[config.mk]
export PLATFORM = sky130hd
export DESIGN_NAME = mc_control_fsm
export DESIGN_NICKNAME = d
export VERILOG_FILES = /design/src/rtl/mc_ctrl_pkg.sv /design/src/rtl/mc_control_fsm_alu_decoder.sv /design/src/rtl/mc_control_fsm.sv
export SDC_FILE = /design/constraint.sdc
export NUM_CORES = 1
export LEC_CHECK = 0
export BUFFER_PORTS_ARGS = -buffer_cell sky130_fd_sc_hd__buf_2
export CORE_MARGIN = 10
export CORE_UTILIZATION = 53
export DETAILED_ROUTE_END_ITERATION = 8
export PLACE_DENSITY = 0.83
export SETUP_SLACK_MARGIN = 0.2
export SYNTH_ARGS = -nofsm -noshare
export SYNTH_HDL_FRONTEND = slang
export SYNTH_SLANG_ARGS = --single-unit
export TNS_END_PERCENT = 50
[constraint.sdc]
create_clock -name clk -period 3 [get_ports clk]
set_clock_uncertainty 0.15 [all_clocks]
set_input_delay 0.75 -clock clk [delete_from_list [all_inputs] [get_ports clk]]
set_output_delay 0.75 -clock clk [all_outputs]
set_load 0.02 [all_outputs]
[src/rtl/mc_ctrl_pkg.sv]
// Shared encodings for the multicycle RV32 control unit: FSM states, opcodes, ALU and mux selects.
// MC_CTRL_BRANCH_EXT_EN widens the set of legal branch funct3 codes beyond beq.
package mc_ctrl_pkg;

  localparam int STATE_W   = 4;
  localparam int ALU_SEL_W = 3;

  typedef enum logic [STATE_W-1:0] {
    S_FETCH,
    S_DECODE,
    S_MEMADR,
    S_MEMREAD,
    S_MEMWB,
    S_MEMWRITE,
    S_EXECUTER,
    S_EXECUTEI,
    S_ALUWB,
    S_JAL,
    S_BRANCH
  } state_t;

  localparam logic [6:0] OP_LOAD   = 7'b0000011;
  localparam logic [6:0] OP_STORE  = 7'b0100011;
  localparam logic [6:0] OP_RTYPE  = 7'b0110011;
  localparam logic [6:0] OP_ITYPE  = 7'b0010011;
  localparam logic [6:0] OP_BRANCH = 7'b1100011;
  localparam logic [6:0] OP_JAL    = 7'b1101111;

  localparam logic [ALU_SEL_W-1:0] ALU_SEL_ADD = 3'b000;
  localparam logic [ALU_SEL_W-1:0] ALU_SEL_SUB = 3'b001;
  localparam logic [ALU_SEL_W-1:0] ALU_SEL_AND = 3'b010;
  localparam logic [ALU_SEL_W-1:0] ALU_SEL_OR  = 3'b011;
  localparam logic [ALU_SEL_W-1:0] ALU_SEL_SLT = 3'b101;

  localparam logic [1:0] ALUOP_ADD   = 2'b00;
  localparam logic [1:0] ALUOP_SUB   = 2'b01;
  localparam logic [1:0] ALUOP_FUNCT = 2'b10;

  localparam logic [1:0] SRCA_PC    = 2'b00;
  localparam logic [1:0] SRCA_OLDPC = 2'b01;
  localparam logic [1:0] SRCA_RS1   = 2'b10;

  localparam logic [1:0] SRCB_RS2  = 2'b00;
  localparam logic [1:0] SRCB_IMM  = 2'b01;
  localparam logic [1:0] SRCB_FOUR = 2'b10;

  localparam logic [1:0] RES_ALUOUT = 2'b00;
  localparam logic [1:0] RES_DATA   = 2'b01;
  localparam logic [1:0] RES_ALU    = 2'b10;

  localparam logic [1:0] IMM_I = 2'b00;
  localparam logic [1:0] IMM_S = 2'b01;
  localparam logic [1:0] IMM_B = 2'b10;
  localparam logic [1:0] IMM_J = 2'b11;

  function automatic logic branch_legal(input logic [2:0] f3);
`ifdef MC_CTRL_BRANCH_EXT_EN
    return (f3 == 3'b000) || (f3 == 3'b001) || (f3 == 3'b100) || (f3 == 3'b101);
`else
    return (f3 == 3'b000);
`endif
  endfunction

endpackage

[src/rtl/mc_control_fsm_alu_decoder.sv]
// Combinational ALU-select decoder: maps alu_op / funct3 / funct7b5 / op[5] onto the ALU sel code.
module mc_alu_decoder
  import mc_ctrl_pkg::*;
(
  input  logic [1:0]           alu_op,
  input  logic [2:0]           funct3,
  input  logic                 funct7b5,
  input  logic                 op5,
  output logic [ALU_SEL_W-1:0] alu_sel,
  output logic                 bad_funct
);

  logic [ALU_SEL_W-1:0] f_sel;

  // bad_funct must not depend on alu_op: the FSM feeds alu_op from its next state.
  always_comb begin
    f_sel     = ALU_SEL_ADD;
    bad_funct = 1'b0;
    case (funct3)
      3'b000:  f_sel = (op5 && funct7b5) ? ALU_SEL_SUB : ALU_SEL_ADD;
      3'b010:  f_sel = ALU_SEL_SLT;
      3'b110:  f_sel = ALU_SEL_OR;
      3'b111:  f_sel = ALU_SEL_AND;
      default: bad_funct = 1'b1;
    endcase
  end

  always_comb begin
    case (alu_op)
      ALUOP_ADD: alu_sel = ALU_SEL_ADD;
      ALUOP_SUB: alu_sel = ALU_SEL_SUB;
      default:   alu_sel = f_sel;
    endcase
  end

endmodule

[src/rtl/mc_control_fsm.sv]
// Multicycle RV32 main control: Moore FSM with registered selects plus mem_ready/flag-gated strobes.
// MC_CTRL_BRANCH_EXT_EN adds bne/blt/bge branch conditions.
module mc_control_fsm
  import mc_ctrl_pkg::*;
(
  input  logic                 clk,
  input  logic                 rst_n,
  input  logic [6:0]           op,
  input  logic [2:0]           funct3,
  input  logic                 funct7b5,
  input  logic                 zero,
  input  logic                 negative,
  input  logic                 overflow,
  input  logic                 mem_ready,
  output logic                 pc_write,
  output logic                 adr_src,
  output logic                 mem_write,
  output logic                 ir_write,
  output logic                 reg_write,
  output logic [1:0]           result_src,
  output logic [1:0]           alu_src_a,
  output logic [1:0]           alu_src_b,
  output logic [1:0]           imm_src,
  output logic [ALU_SEL_W-1:0] alu_sel,
  output logic                 illegal_instr
);

  state_t               state, nxt;
  logic                 illegal_dec, take, bad_funct;
  logic [1:0]           dec_alu_op;
  logic [ALU_SEL_W-1:0] dec_sel;
  logic                 n_adr, n_mw, n_rw;
  logic [1:0]           n_rs, n_a, n_b;

  mc_alu_decoder u_alu_dec (
    .alu_op    (dec_alu_op),
    .funct3    (funct3),
    .funct7b5  (funct7b5),
    .op5       (op[5]),
    .alu_sel   (dec_sel),
    .bad_funct (bad_funct)
  );

`ifdef MC_CTRL_BRANCH_EXT_EN
  always_comb begin
    case (funct3)
      3'b000:  take = zero;
      3'b001:  take = !zero;
      3'b100:  take = negative ^ overflow;
      3'b101:  take = !(negative ^ overflow);
      default: take = 1'b0;
    endcase
  end
`else
  logic unused_flags;
  assign take         = zero;
  assign unused_flags = negative ^ overflow;
`endif

  always_comb begin
    nxt         = state;
    illegal_dec = 1'b0;
    case (state)
      S_FETCH:  if (mem_ready) nxt = S_DECODE;
      S_DECODE: begin
        case (op)
          OP_LOAD, OP_STORE: nxt = S_MEMADR;
          OP_RTYPE: begin
            nxt         = bad_funct ? S_FETCH : S_EXECUTER;
            illegal_dec = bad_funct;
          end
          OP_ITYPE: begin
            nxt         = bad_funct ? S_FETCH : S_EXECUTEI;
            illegal_dec = bad_funct;
          end
          OP_BRANCH: begin
            nxt         = branch_legal(funct3) ? S_BRANCH : S_FETCH;
            illegal_dec = !branch_legal(funct3);
          end
          OP_JAL: nxt = S_JAL;
          default: begin
            nxt         = S_FETCH;
            illegal_dec = 1'b1;
          end
        endcase
      end
      S_MEMADR:   nxt = (op == OP_LOAD) ? S_MEMREAD : S_MEMWRITE;
      S_MEMREAD:  if (mem_ready) nxt = S_MEMWB;
      S_MEMWRITE: if (mem_ready) nxt = S_FETCH;
      S_EXECUTER, S_EXECUTEI, S_JAL: nxt = (state == S_JAL || !illegal_dec) ? S_ALUWB : S_FETCH;
      default:    nxt = S_FETCH;
    endcase
  end

  // Register values are decoded from the next state so they line up with the state register.
  always_comb begin
    n_adr      = 1'b0;
    n_mw       = 1'b0;
    n_rw       = 1'b0;
    n_rs       = RES_ALUOUT;
    n_a        = SRCA_PC;
    n_b        = SRCB_RS2;
    dec_alu_op = ALUOP_ADD;
    case (nxt)
      S_FETCH: begin
        n_b  = SRCB_FOUR;
        n_rs = RES_ALU;
      end
      S_DECODE: begin
        n_a = SRCA_OLDPC;
        n_b = SRCB_IMM;
      end
      S_MEMADR: begin
        n_a = SRCA_RS1;
        n_b = SRCB_IMM;
      end
      S_MEMREAD: n_adr = 1'b1;
      S_MEMWB: begin
        n_rs = RES_DATA;
        n_rw = 1'b1;
      end
      S_MEMWRITE: begin
        n_adr = 1'b1;
        n_mw  = 1'b1;
      end
      S_EXECUTER: begin
        n_a        = SRCA_RS1;
        dec_alu_op = ALUOP_FUNCT;
      end
      S_EXECUTEI: begin
        n_a        = SRCA_RS1;
        n_b        = SRCB_IMM;
        dec_alu_op = ALUOP_FUNCT;
      end
      S_ALUWB: n_rw = 1'b1;
      S_JAL: begin
        n_a = SRCA_OLDPC;
        n_b = SRCB_FOUR;
      end
      S_BRANCH: begin
        n_a        = SRCA_RS1;
        dec_alu_op = ALUOP_SUB;
      end
      default: ;
    endcase
  end

  always_ff @(posedge clk or negedge rst_n) begin
    if (!rst_n) begin
      state      <= S_FETCH;
      adr_src    <= 1'b0;
      mem_write  <= 1'b0;
      reg_write  <= 1'b0;
      result_src <= RES_ALU;
      alu_src_a  <= SRCA_PC;
      alu_src_b  <= SRCB_FOUR;
      alu_sel    <= ALU_SEL_ADD;
    end else begin
      state      <= nxt;
      adr_src    <= n_adr;
      mem_write  <= n_mw;
      reg_write  <= n_rw;
      result_src <= n_rs;
      alu_src_a  <= n_a;
      alu_src_b  <= n_b;
      alu_sel    <= dec_sel;
    end
  end

  // Fetch strobes follow mem_ready live; rst_n masks them while reset is held in FETCH.
  assign ir_write      = rst_n && (state == S_FETCH) && mem_ready;
  assign pc_write      = rst_n && (((state == S_FETCH) && mem_ready) || (state == S_JAL) ||
                                   ((state == S_BRANCH) && take));
  assign illegal_instr = (state == S_DECODE) && illegal_dec;

  always_comb begin
    case (op)
      OP_STORE:  imm_src = IMM_S;
      OP_BRANCH: imm_src = IMM_B;
      OP_JAL:    imm_src = IMM_J;
      default:   imm_src = IMM_I;
    endcase
  end

endmodule

* Word level (Yosys, flattened, before mapping)
Index checks and enable logic that the tools add are counted.
Storage, ports and cells: register bits after elaboration 16, output and inout bits 17, word-level logic and storage cells 85
Cells by class: equal/unequal tests 28, multiplexer cells 23, reduce and logical (&&, ||, !) cells 26
Operators with widths (number):
- equality test 4 x 3 -> 1 bit (second input constant) | 7
- case mux 4 bit (6 select lines) | 1
- equality test 4 bit (second input constant) | 5
- case mux 4 bit (5 select lines) | 1
- equality test 4 x 2 -> 1 bit (second input constant) | 4
- two-way mux 4 bit | 4
- case mux 2 bit (2 select lines) | 4
- equality test 7 x 6 -> 1 bit (second input constant) | 2
- equality test 7 bit (second input constant) | 2
- OR reduction 2 bit | 7
- case mux 3 bit (4 select lines) | 1
- two-way mux 3 bit | 3
- OR reduction 3 bit | 3
- equality test 4 x 1 -> 1 bit (second input constant) | 2
- zero test 4 bit | 2
- OR reduction 4 bit | 2
- equality test 7 x 2 -> 1 bit (second input constant) | 1
- equality test 7 x 5 -> 1 bit (second input constant) | 1
- logical AND 1 bit | 7
- equality test 3 bit (second input constant) | 2
- two-way mux 1 bit | 6
- case mux 2 bit (3 select lines) | 1
- case mux 3 bit (2 select lines) | 1
- equality test 3 x 2 -> 1 bit (second input constant) | 1
- 6 further kinds | 7

* Longest topological paths before layout
depth in word-level cells 10, depth in mapped cells 7, mapped depth without buffers 6

* Cells and area by module
A second synthesis with hierarchy kept.
Second synthesis, totals: cell total of the unflattened synthesis 99, area, all modules 922.1 µm²
By module, submodules not included:
- mc_control_fsm | instances 1, cells an instance 90, area each 853.3 µm²
- mc_alu_decoder | instances 1, cells an instance 9, area each 68.8 µm²

* Worst setup path before layout
OpenSTA, ideal clock, no wires.
path kind in2out, start point input op[6], end point output illegal_instr, arrival time 1642 ps, required time 2100 ps, slack 458 ps, stages 5, cell sequence buf_4 > nand3b_2 > nor3_1 > o22ai_1 > and2_2
Between the ends: longest elaborated chain between the ends 5, elaborated cells on any way between the ends 11, classes of those cells eq/ne: 6; mux: 2; reduce/logical: 3
Ends and longest elaborated chain:
- from (decl) | line mc_control_fsm.sv:8 | input logic [6:0] op,
- equality test 7 x 2 -> 1 bit (tied with other cells) | line mc_control_fsm.sv:66 | case (op)
- OR reduction 3 bit (no source line) or OR reduction 2 bit (tied branches)
- case mux 1 bit (3 select lines) * | line mc_control_fsm.sv:66
- two-way mux 1 bit * | line mc_control_fsm.sv:63 | case (state)
- logical AND 1 bit * | line mc_control_fsm.sv:174 | assign illegal_instr = (state == S_DECODE) && illegal_dec;
- to (decl) | line mc_control_fsm.sv:25 | output logic illegal_instr
Mark *: on every way between the ends. The rest lies on a longest branch, timed or not.

* Worst setup path in the final report
start point input funct3[2], end point output illegal_instr
Between the ends: longest elaborated chain between the ends 6, elaborated cells on any way between the ends 10, classes of those cells eq/ne: 3; mux: 3; reduce/logical: 4
Ends and longest elaborated chain:
- from (decl) | line mc_control_fsm.sv:9 | input logic [2:0] funct3,
- equality test 3 x 2 -> 1 bit (tied with other cells) | line mc_control_fsm_alu_decoder.sv:19 | case (funct3)
- OR reduction 4 bit (no source line)
- two-way mux 1 bit | line mc_control_fsm_alu_decoder.sv:19
- case mux 1 bit (3 select lines) * | line mc_control_fsm.sv:66
- two-way mux 1 bit * | line mc_control_fsm.sv:63
- logical AND 1 bit * | line mc_control_fsm.sv:174
Marked as above.

==> flow_summary.toml <==
[setup_path]
reg2reg_slack_ns = 1.00
crit_chain = "buf_2, or2_4, and2_4, a31oi_4, o22ai_2, and2_2, buf_6"
start_kind = "input pin"
cp_max_fo = 5
crit_type = "input pin to output pin"
critical_path_arrival_ns = 1.85
rr_worst_depth = 6
r2r-start = "state[1]"
crit_path_end_kind = "output pin"
r2r-end = "mem_write"
worst-path-buf-inv = 2
slowest_delay_ns = 0.26
critPathTopFamily = "simple AND/OR/NAND/NOR gates"
cp.required_ns = 2.10
critPathSlowestCell = "or2_4"
startpoint = "funct3[2]"

[finish]
drive_gt1_share_pct = 41.1
nets = 164
fillers = 148
diodes = 0
regArea_sq_um = 403
area_delta_synth_final_pct = 23.5
multi_input_area_sq_um = 636

[synth]
synth.top_cell.area_share_pct = 32.9
synth_commonest_cells = "14 x dfrtp_1, 10 x nand2_1, 10 x nor2_1, 8 x nor3_1"
seq_area_frac_synth_pct = 37.8
synth_edf_count = 0
synth_nets = 130
synth_area_leader_cell = "dfrtp_1"
ys_ff_latch = 16
yosysMostFrequentCell = "dfrtp_1"
synth_area_leaders = "dfrtp_1 33%, dfstp_2 4.9%, nor3_1 3.8%"
netlist_area_sq_mm = 0.00107
ys_types = 45
ys.flop_type = "dfrtp_1"
yosys_warnings = 0
synthCells = 113
syn_avg_cell_area_sq_um = 9.43
synthArstFlopShare_pct = 100

[power_and_ir_drop]
p_sw_mw = 0.128
power_mw = 0.437
vdd_drop_max_uv = 217
power_frac_clock_pct = 27.3
swShare_pct = 29.2
power_density_mw_per_mm2 = 332
pwr-share-comb_pct = 21.1
internal-power_mw = 0.309
static-leakage-power_nw = 0.609
seqPwrFrac_pct = 51.6

[sta]
rsz0062_at_grt = "false"
hold_violations = 0
slew_viol_final = 0
max_clock_freq_ghz = 0.363
worst_pin_slew_ns = 0.394
tns_ns = 0
min_period_ns = 2.75
final.period_utilization_pct = 91.8
final-setup-viol-count = 0
relSlewSlack_pct = 73.4

[clock_tree]
h-tree-depth = 1
clk_path_buf_depth = 2
clockRootBuffer = "clkbuf_4"
clock-sinks = 16
holdBufCountCts = 0
clk-insertion-delay-late_ns = 0.28
cts_tree = "built"
clk_pin_slew_ns = 0.10
numCtsBuffers = 3

[routing]
drc_errors = 0
first_pass_iters = 4
viasPerCell = 5.47
routed_wl_mm = 2.61
avgRoutedWirePerCell_microns = 15.1
drtAntennaViolNets = 0
vias = 947
drtIter0Drc = 26

[placement]
portBuffers = 31
hpwl_mm = 1.98
gp_congestion = 0.861

[grt]
grt_pass1_wl_mm = 4.08
grt_max_degree = 19
grt_overflow_total = 0
grt_usage_pct = 11.8
antenna_found_initial = 0
grt_pass1_vias = 949

[die]
io_pins = 34
dieWidth_microns = 64.9
start_util_pct = 54.9
rows = 16
die_y_microns = 64.9
die_area_sq_mm = 0.00421
core_region_area_sq_mm = 0.00194

[outcome]
status = "completed"

[flow_run]
cap_violations = 0

[hold_path]
min_path_type = "input pin to async pin"
[timing repair]
action | CTS | global route
resized for setup | 3 | 6
pin swaps | 1 | 1
buffers inserted | 0 | 1
setup endpoints to repair | 1 | 3
[worst max-delay path by stage]
stage / end / slack [ns] / cells past startpoint
5_1_grt: illegal_instr / 0.20 / 7
3_3_place_gp: illegal_instr / 0.21 / 7
2_1_floorplan: illegal_instr / 0.46 / 5
4_1_cts: illegal_instr / 0.22 / 7
6_report: illegal_instr / 0.25 / 7
3_5_place_dp: illegal_instr / 0.20 / 7
[metal layers]
layer / GRT usage, % / part of all wire (%) / vias up
met3: 3.26 / 5.9 / 0
met2: 19.0 / 50 / 29
met1: 14.1 / 44 / 446
met4: 6.15 / 0 / 0
li1: - / - / 472
met5: 0 / 0 / -
[registers in the layout (all words and copies together) (netlist names)]
name and cells:
state 4, mem_write 1, result_src 2, alu_src_a 2, reg_write 1, alu_src_b 2, alu_sel 3, adr_src 1
[per-stage QoR]
step	hold slack (ns)	instance area (sq um)	util, %	setup WS, ns	instances
final	0.218	1320	67.8	0.247	173
after global routing	0.244	1320	67.8	0.199	173
after CTS	0.228	1270	65.4	0.219	172
after detailed placement	0.432	1230	63.5	0.196	168
after global placement	0.423	1230	63.5	0.208	168
after floorplan	0.304	1070	-	0.458	113
[cell usage in the layout, fill, tap and decap left out, types with 4 or more instances in the layout]
cell,Yosys,final
buf_2,0,30
nor3_1,8,6
inv_1,6,6
dfrtp_1,14,14
nand2b_1,5,5
nand2_1,10,10
a21oi_1,6,6
nand3_1,4,4
nor2_1,10,10
buf_4,3,4
[cell families after synthesis]
group	share of synthesized area [%]
AOI/OAI and AO/OA	25.6
buffers and inverters	6.57
DFF	37.8
muxes	0.939
and+or+nand+nor	29.1
[power by group through the flow]
stage	combinational (mW)	sequential [mW]	clock, mW
2_1_floorplan	0.0498	0.232	0
3_3_place_gp	0.0798	0.229	0
3_5_place_dp	0.0831	0.229	0
4_1_cts	0.0853	0.225	0.120
5_1_grt	0.0999	0.226	0.130
6_report	0.0922	0.225	0.119
[worst register-to-register path, stage by stage (launching register included)]
cell	delay (ns)
dfrtp_1	0.49
nand2b_4	0.21
nor3_4	0.18
o2111ai_4	0.23
o31ai_4	0.41
nand2b_1	0.17
a21oi_1	0.04
[cell type report]
cell class / count / area share, %
Inverter: 7 / 2.00
Multi-Input combinational cell: 84 / 48.3
Clock buffer: 4 / 2.00
Sequential cell: 16 / 30.6
Timing Repair Buffer: 35 / 14.5
Tap cell: 27 / 2.57
No activity file was read; power rests on OpenSTA's default activity.
